## src/rtl/pipe_pkg.sv

```systemverilog
`default_nettype none
// ============================================================================
// Module      : pipe_pkg
// Description : Types and constants shared by the 16-bit pipeline's memory
//               stage: datapath widths, the memory-access FSM state type and
//               the data returned when an access is aborted.
// Revision    : 1.0  initial release
// ============================================================================
package pipe_pkg;

    localparam int          WORD_W       = 16;
    localparam int          REG_AW       = 4;
    localparam logic [15:0] MEM_ERR_DATA = 16'hDEAD;

    typedef enum logic [1:0] {
        IDLE = 2'd0,
        REQ  = 2'd1,
        RESP = 2'd2,
        DONE = 2'd3
    } mem_state_t;

endpackage
`default_nettype wire

```

## src/rtl/mem_timeout_ctr.sv

```systemverilog
`default_nettype none
// ============================================================================
// Module      : mem_timeout_ctr
// Description : Saturating cycle counter that bounds the time one memory
//               access may spend waiting for gnt/rvalid.
//   clk        in   clock, rising edge
//   reset      in   asynchronous active-low reset
//   i_clr      in   clear the count (held while the stage is idle)
//   i_inc      in   count one waiting cycle
//   o_expired  out  the current waiting cycle is the last one allowed
// Revision    : 1.0  initial release
// ============================================================================
module mem_timeout_ctr #(
    parameter int TIMEOUT = 64
) (
    input  logic clk,
    input  logic reset,
    input  logic i_clr,
    input  logic i_inc,
    output logic o_expired
);

    localparam int CW = $clog2(TIMEOUT + 1);

    logic [CW-1:0] cnt_q;
    logic [CW-1:0] cnt_d;

    always_comb begin
        cnt_d = cnt_q;
        if (i_clr) begin
            cnt_d = '0;
        end else if (i_inc && (cnt_q != CW'(TIMEOUT))) begin
            cnt_d = cnt_q + CW'(1);
        end
    end

    always_ff @(posedge clk or negedge reset) begin
        if (!reset) begin
            cnt_q <= '0;
        end else begin
            cnt_q <= cnt_d;
        end
    end

    // cnt_q counts waiting cycles already completed, so the TIMEOUT-th
    // waiting cycle is the one that sees TIMEOUT-1.
    assign o_expired = (cnt_q >= CW'(TIMEOUT - 1));

endmodule
`default_nettype wire

```

## src/rtl/mem_access_stage.sv

```systemverilog
`default_nettype none
// ============================================================================
// Module      : mem_access_stage
// Description : Memory stage of the 16-bit pipeline. Issues loads/stores to
//               a variable-latency memory over req/gnt/rvalid, stalls the
//               upstream stages while an access is in flight and presents a
//               bubble to MEM/WB on every stalled cycle.
//   clk, reset                     clock / asynchronous active-low reset
//   *_in                           EX/MEM pipeline register contents
//   mem_req/we/addr/wdata          request side of the memory bus
//   mem_gnt/rvalid/rdata           grant and load response
//   stall                          freezes PC, IF/ID, ID/EX, EX/MEM
//   *_out, readData_out            to MEM/WB
//   mem_err                        sticky timeout flag
// Revision    : 1.0  initial release
// ============================================================================
module mem_access_stage
    import pipe_pkg::*;
#(
    parameter int TIMEOUT = 64
) (
    input  logic              clk,
    input  logic              reset,
    input  logic              regWrite_in,
    input  logic              resultSrc_in,
    input  logic              memWrite_in,
    input  logic [WORD_W-1:0] pc_plus2_in,
    input  logic [REG_AW-1:0] rd_in,
    input  logic [WORD_W-1:0] aluRes_in,
    input  logic [WORD_W-1:0] writeData_in,
    output logic              mem_req,
    output logic              mem_we,
    output logic [WORD_W-1:0] mem_addr,
    output logic [WORD_W-1:0] mem_wdata,
    input  logic              mem_gnt,
    input  logic              mem_rvalid,
    input  logic [WORD_W-1:0] mem_rdata,
    output logic              stall,
    output logic              regWrite_out,
    output logic              resultSrc_out,
    output logic [WORD_W-1:0] pc_plus2_out,
    output logic [REG_AW-1:0] rd_out,
    output logic [WORD_W-1:0] aluRes_out,
    output logic [WORD_W-1:0] readData_out,
    output logic              mem_err
);

    mem_state_t        state_q, state_d;
    logic [WORD_W-1:0] rdata_q, rdata_d;
    logic              mem_err_q, mem_err_d;

    logic w_is_access;
    logic w_is_store;
    logic w_expired;
    logic w_waiting;

    // A load wins when both resultSrc and memWrite are set.
    assign w_is_access = resultSrc_in | memWrite_in;
    assign w_is_store  = memWrite_in & ~resultSrc_in;
    assign w_waiting   = (state_q == REQ) || (state_q == RESP);

    mem_timeout_ctr #(
        .TIMEOUT (TIMEOUT)
    ) u_timeout_ctr (
        .clk       (clk),
        .reset     (reset),
        .i_clr     (state_q == IDLE),
        .i_inc     (w_waiting),
        .o_expired (w_expired)
    );

    always_comb begin
        state_d      = state_q;
        rdata_d      = rdata_q;
        mem_err_d    = mem_err_q;
        mem_req      = 1'b0;
        stall        = 1'b0;
        readData_out = '0;

        case (state_q)
            IDLE: begin
                if (w_is_access) begin
                    mem_req = 1'b1;
                    stall   = 1'b1;
                    if (mem_gnt) begin
                        if (w_is_store) begin
                            state_d = DONE;
                            rdata_d = '0;
                        end else begin
                            state_d = RESP;
                        end
                    end else begin
                        state_d = REQ;
                    end
                end
            end
            REQ: begin
                // Request stays up until granted or aborted.
                mem_req = 1'b1;
                stall   = 1'b1;
                if (mem_gnt) begin
                    if (w_is_store) begin
                        state_d = DONE;
                        rdata_d = '0;
                    end else begin
                        state_d = RESP;
                    end
                end else if (w_expired) begin
                    state_d   = DONE;
                    rdata_d   = MEM_ERR_DATA;
                    mem_err_d = 1'b1;
                end
            end
            RESP: begin
                stall = 1'b1;
                if (mem_rvalid) begin
                    state_d = DONE;
                    rdata_d = mem_rdata;
                end else if (w_expired) begin
                    state_d   = DONE;
                    rdata_d   = MEM_ERR_DATA;
                    mem_err_d = 1'b1;
                end
            end
            DONE: begin
                // Upstream advances on this edge, so IDLE next sees a new
                // instruction and does not reissue this one.
                readData_out = rdata_q;
                state_d      = IDLE;
            end
            default: begin
                state_d = IDLE;
            end
        endcase
    end

    always_ff @(posedge clk or negedge reset) begin
        if (!reset) begin
            state_q   <= IDLE;
            rdata_q   <= '0;
            mem_err_q <= 1'b0;
        end else begin
            state_q   <= state_d;
            rdata_q   <= rdata_d;
            mem_err_q <= mem_err_d;
        end
    end

    assign mem_we    = mem_req & w_is_store;
    assign mem_addr  = aluRes_in;
    assign mem_wdata = writeData_in;

    // Bubble into MEM/WB whenever the stage is stalled.
    assign regWrite_out  = regWrite_in  & ~stall;
    assign resultSrc_out = resultSrc_in & ~stall;
    assign pc_plus2_out  = pc_plus2_in;
    assign rd_out        = rd_in;
    assign aluRes_out    = aluRes_in;
    assign mem_err       = mem_err_q;

endmodule
`default_nettype wire

```

## config.mk

```make
export PLATFORM = sky130hd
export DESIGN_NAME = mem_access_stage
export DESIGN_NICKNAME = d
export VERILOG_FILES = /design/src/rtl/pipe_pkg.sv /design/src/rtl/mem_timeout_ctr.sv /design/src/rtl/mem_access_stage.sv
export SDC_FILE = /design/constraint.sdc
export NUM_CORES = 1
export LEC_CHECK = 0
export BUFFER_PORTS_ARGS = -buffer_cell sky130_fd_sc_hd__clkbuf_2
export CAP_MARGIN = 20
export CORE_MARGIN = 5
export CORE_UTILIZATION = 37
export CTS_CLUSTER_DIAMETER = 100
export DETAILED_ROUTE_END_ITERATION = 10
export GPL_TIMING_DRIVEN = 1
export PLACE_DENSITY_LB_ADDON = 0.25
export SLEW_MARGIN = 20
export SYNTH_ARGS = -nofsm -noshare
export SYNTH_HDL_FRONTEND = slang
export SYNTH_SLANG_ARGS = --single-unit
export TNS_END_PERCENT = 50
```

## constraint.sdc

```tcl
create_clock -name clk -period 2.65 [get_ports clk]
set_input_delay 0.265 -clock clk [delete_from_list [all_inputs] [get_ports clk]]
set_output_delay 0.265 -clock clk [all_outputs]
set_load 0.005 [all_outputs]
```

---- Word-level counts from Yosys, hierarchy flattened ----
Index checks and enable logic that the tools add are counted.
cells by class
  add/sub/neg operators ................... 1
  magnitude comparators ................... 1
  equal/unequal tests ..................... 8
  mux-type cells .......................... 24
  bitwise logic cells ..................... 7
  reductions and logical operators ........ 9
operators by type and width
  operator                                             number
  two-way mux 16 bit                                   7
  one-hot mux 16 bit (3 select lines)                  1
  two-way mux 7 bit                                    2
  two-way mux 2 bit                                    5
  != test 2 bit, second input constant                 4
  one-hot mux 2 bit (4 select lines)                   1
  adder 7 x 1 -> 7 bit, second input constant          1
  >= comparator 7 x 6 -> 1 bit, second input constant  1
  != test 7 bit, second input constant                 1
  one-hot mux 1 bit (2 select lines)                   3
  AND reduction 3 bit                                  2
  two-way mux 1 bit                                    5
  AND 1 bit                                            4
  == test 2 bit, second input constant                 2
  nonzero test 2 bit                                   2
  nonzero test 3 bit                                   1
  == test 2 x 1 -> 1 bit, second input constant        1
  logical NOT 2 bit                                    1
  NOT 1 bit                                            2
  OR reduction 2 bit                                   1
  logical AND 1 bit                                    1
  logical OR 1 bit                                     1
  bitwise OR 1 bit                                     1
word-level totals
  register bits after elaboration ......... 26
  output and inout port bits .............. 90
  logic and storage cells ................. 54

---- Logic depth before layout (Yosys ltp) ----
  word-level depth ........................ 6
  mapped depth ............................ 8
  gate-level depth less buffers ........... 6

---- Modules after synthesis ----
From an unflattened synthesis, not the netlist that was laid out.
second synthesis, totals
  cell total of the unflattened synthesis .. 232
  area, all modules ....................... 2149.6 sq um
modules (own cells, without submodules)
  module            instances  cells each  area an instance (sq um)
  mem_access_stage  1          188         1739.2
  mem_timeout_ctr   1          44          410.4

---- Least setup slack after synthesis ----
No wires, ideal clock.
  path kind ............................... register to register
  start ................................... register state_q[0]
  end ..................................... register rdata_q[0]
  setup time .............................. 0.126 ns
  arrival ................................. 1.667 ns
  data required time ...................... 2.524 ns
  path slack .............................. 0.857 ns
  cell stages (with the launch flop) ...... 9
  buffers on the path ..................... 2
  clock period less this slack ............ 1.793 ns
  cell sequence ........................... dfrtp_1 inv_1 ha_1 buf_4 inv_2 o21ai_1 nand3_1 buf_6 a221o_1
between the ends
  longest elaborated chain between the ends .. 3
  elaborated cells between the ends (all ways) .. 8
ends and longest elaborated chain
  item                                                                  line                     RTL
  start: declaration                                                    mem_access_stage.sv:48   mem_state_t state_q, state_d;
  start signal: assignment                                              mem_access_stage.sv:143  state_q <= state_d;
  == test 2 x 1 -> 1 bit, or another cell as far along                  mem_access_stage.sv:80   case (state_q)
  nonzero test 3 bit (no line) / != test 2 bit (equally long branches)  -
  AND reduction 3 bit (no line)                                         -
  end signal: assignment                                                mem_access_stage.sv:144  rdata_q <= rdata_d;
  end: declaration                                                      mem_access_stage.sv:49   logic [WORD_W-1:0] rdata_q, rdata_d;
Parallel ways exist; a longest one is shown, timed or not.
A chain may end at the register's enable or synchronous reset.

---- Worst setup path after layout ----
  start ................................... register state_q[0]
  end ..................................... register rdata_q[12]
The elaborated chain is that of the path after synthesis.

==> run summary <==
For this run, design rule violations remaining after detail routing come to 0. Counting flops and latches in the post-synthesis netlist gives 26. The cell type contributing the most total cell area after synthesis is dfrtp_1. The via count came out at 1273. The total non-filler cell area in the finished layout is 1870 um2, and the number of buffers inserted during clock tree synthesis is 3.

Counting every net in the synthesized netlist gives 295. The die span in y came out at 84.0 um. The startpoint type of the worst setup path was a flop. Gates resized during post-CTS repair numbered 0. The length in cells of the worst reg-to-reg path came out at 6.

The logs give 0.374 ns for the worst slack at placement and 2.70 mm for the post-DP HPWL. The worst register-to-register path ends at rdata_q[12]. The run gives 27 as the pin count of the biggest net entering global routing.

The floorplan has 27 rows. The tools report the DRC marker count from the first detailed-route iteration as 68. Routability-driven placement finished with a final weighted congestion of 0.799.

Number of global-route vias before repair: 1234. Sorting the synthesized cells by area gives the leading types as dfrtp_1, buf_4, and2_1, a221o_1, ha_1. The tools report the number of fillers in the final layout as 567. Input and output buffers added on the ports amount to 44. Register clock-pin slew on the reported worst setup and hold paths: 0.09 ns.

The count of nets left with antenna violations once routing finished came out at 0. For the arrival time of the worst setup path, the log shows 2.45 ns. The most used flip-flop cell after synthesis is dfrtp_1. In this run the power density over the cells is 937 nW/um2.

Among all cell types in the netlist, the one instantiated most often is buf_4. The slowest stage of the critical path is the ha_1 cell. The number of antenna diodes in the final layout is 0.

Setup violations remaining at the end of the flow were counted as 0. The flow ran to the end, and the final reports show no timing, DRC or antenna violations. The logs give 0.00597 ns for the worst-case hold slack and 0.35 ns for the worst-case register-to-register setup slack. The number of antenna violations at the first check in global routing is 0, and the buffer depth of the longest clock path is 2.

The run gives 26 as the CTS sink count. The die extent in x was 84.0 um. After global routing the overflow that remains totals 0. The die covers 7050 um2. The share of final-layout standard cells stronger than drive strength 1 is 31.2%. For the final routed database, the setup TNS stands at 0 ns. For the count of pins over their slew limit, the log shows 0. The worst pin sits at a relative slew slack of 56.6%. Across the run, the number of max-cap violations was 0.

Setup repair after global routing left no endpoint under its margin. By count the netlist is led by buf_4, dfrtp_1, and2_1, a221o_1, nor2_1. The number of synthesized flops with an enable pin works out to 0.

The via count normalized by instance count was 4.88; the post-route fraction of the period consumed by the critical path was 86.8%. In the global route stage, overall resource usage came out at 9.82%. The root buffer cell chosen for the clock tree is clkbuf_8. On the final layout, the worst clock skew is 0.00628 ns. The count of buffers added by post-CTS timing repair for setup was 0. Summing all flip-flop and latch instances after layout gives 651 um2. Once the floorplan was initialized, standard cells occupied 37.5% of the core.

The tools report the final standard cell utilization of the core as 34.5%. The region available for standard cell placement spans 5410 um2. Netlist area before placement: 2020 um2. The worst flop-to-flop path startpoint was state_q[0]. The sequential element share of the synthesized area is 32.1%. On the critical path the largest part of the delay comes from compound AO/OA/AOI/OAI gates.

The data required time of the critical path was 2.80 ns; the synthesized area per cell was 9.50 um2. The number of instances in the synthesized netlist was 213. The area used by multi-input combinational logic is 792 um2. The critical path class is reg -> reg. For the worst-skew pair, the clock arrives at the later sink with an insertion delay of 0.27 ns.

In this run, post-CTS hold repair placed 0 buffers. The final layout contains 272 nets. The number of levels in the clock H-tree was 1; the maximum operating frequency was 435 MHz. After detailed routing, the total wire length is 3.61 mm.

The placed instance area is 1790 um2. TritonCTS built the clock tree. Dividing the detail-routed wire length by the instance count gives 13.8 um.

The worst setup path is captured at a flop. During synthesis, Yosys emitted a total of 0 warnings. Buffering stage count on the worst path with inverters included: 1.

165 I/O pins were placed. At the pin with the least slew margin, the transition time is 0.651 ns. The class of the worst hold path is in -> async. The pre-antenna-repair detailed-routing pass consisted of 4 iterations. The tools report the first-pass GRT wire length as 5.76 mm. The share of synthesized area in the top cell type comes to 32.1%. The largest driver fanout on the critical path was 11; the minimum clock period was 2.30 ns.

The area growth from synthesis to layout is -7.85%. VDD sags by at most 336 uV. The maximum single-stage delay on the critical path is 0.56 ns. The final-report hold violation count was 0; the fraction of synthesis flops using an asynchronous set or reset pin was 100%.

The leakage dissipation is 0.000928 uW. After layout, the worst setup slack is 0.351 ns. The signal on the critical path passes through inv_1, ha_1, nand2b_1, o21ai_2, nand3_1, a221o_1. After synthesis, the netlist uses 42 different library cells.
[worst max path at each step]
stage / depth (start not counted) / slack, ns / from / end
2_1_floorplan: 8 / 0.86 / state_q[0] / rdata_q[0]
3_3_place_gp: 6 / 0.43 / state_q[0] / rdata_q[7]
3_5_place_dp: 6 / 0.37 / state_q[0] / rdata_q[12]
4_1_cts: 6 / 0.35 / state_q[0] / rdata_q[12]
5_1_grt: 6 / 0.16 / state_q[0] / rdata_q[9]
6_report: 6 / 0.35 / state_q[0] / rdata_q[12]
[worst register-to-register path, cell delays in order (launching register included)]
cell	delay [ns]
dfrtp_1	0.45
inv_1	0.09
ha_1	0.56
nand2b_1	0.15
o21ai_2	0.11
nand3_1	0.35
a221o_1	0.47
[cells by family (layout without fill, tap and decap cells)]
family | count (synthesis) | in the layout | share of synthesized area (%)
buffers and inverters | 81 | 57 | 28.7
AND/OR/NAND/NOR | 52 | 52 | 15.1
AO/OA/AOI/OAI | 40 | 40 | 16.6
flip-flops | 26 | 26 | 32.1
adder cells (fa/ha/maj) | 7 | 7 | 4.33
XOR/XNOR | 5 | 5 | 2.16
multiplexers | 2 | 2 | 0.989
[final cells by class]
| type | count | area share, % |
|---|---|---|
| flip-flops and latches | 26 | 34.9 |
| clock buffers | 3 | 2.21 |
| repair buffers | 46 | 12.6 |
| inverters | 7 | 1.41 |
| clock inverters | 1 | 1.61 |
| multi-input cells | 106 | 42.5 |
| well taps | 72 | 4.83 |
[report_power, final]
part	total (uW)	switching (uW)	internal (uW)	leakage (uW)
Combinational	858	494	364	0.000539
Sequential	568	72.1	496	0.000354
Clock	322	121	202	0.0000357
Total	1750	687	1060	0.000928
[flip-flops by register name (all words and copies together) (netlist names)]
register and flops:
mem_err 1, rdata_q 16, state_q 2, u_timeout_ctr.cnt_q 7
[through the flow]
| step | power (uW) | std cells |
|---|---|---|
| 2_1_floorplan | 1310 | 213 |
| 3_3_place_gp | 1430 | 257 |
| 3_5_place_dp | 1440 | 257 |
| 4_1_cts | 1770 | 261 |
| 5_1_grt | 1890 | 261 |
| 6_report | 1750 | 261 |
[layout by cell type, fill, tap and decap left out, drive strengths merged]
master   instances
or4              1
a211oi           1
o32a             1
o31ai            1
nand2            5
a31oi            1
nand4            4
a221o           10
a2bb2oi          1
a32o             2
o21bai           1
a22o             5
a21oi            5
or3              1
nand3            2
nor2            10
nor2b            4
bufinv           1
and2            17
a21o             1
dfrtp           26
or2              1
buf              2
ha               7
nor3b            2
o21ai            7
a31o             1
and3b            1
xor2             3
o211ai           1
clkbuf          47
mux2i            2
nor3             1
o22ai            2
inv              7
nand2b           3
xnor2            2
[metal layers]
metal | wire length [um] | up-vias | part of all wire [%] | GRT usage, %
li1 | - | 618 | - | -
met1 | 1660 | 614 | 46 | 12.0
met2 | 1660 | 31 | 46 | 16.6
met3 | 272 | 10 | 7.5 | 3.26
met4 | 23 | 0 | 0.64 | 2.34
met5 | 0 | - | 0 | 0
No activity file was read; power rests on OpenSTA's default activity.
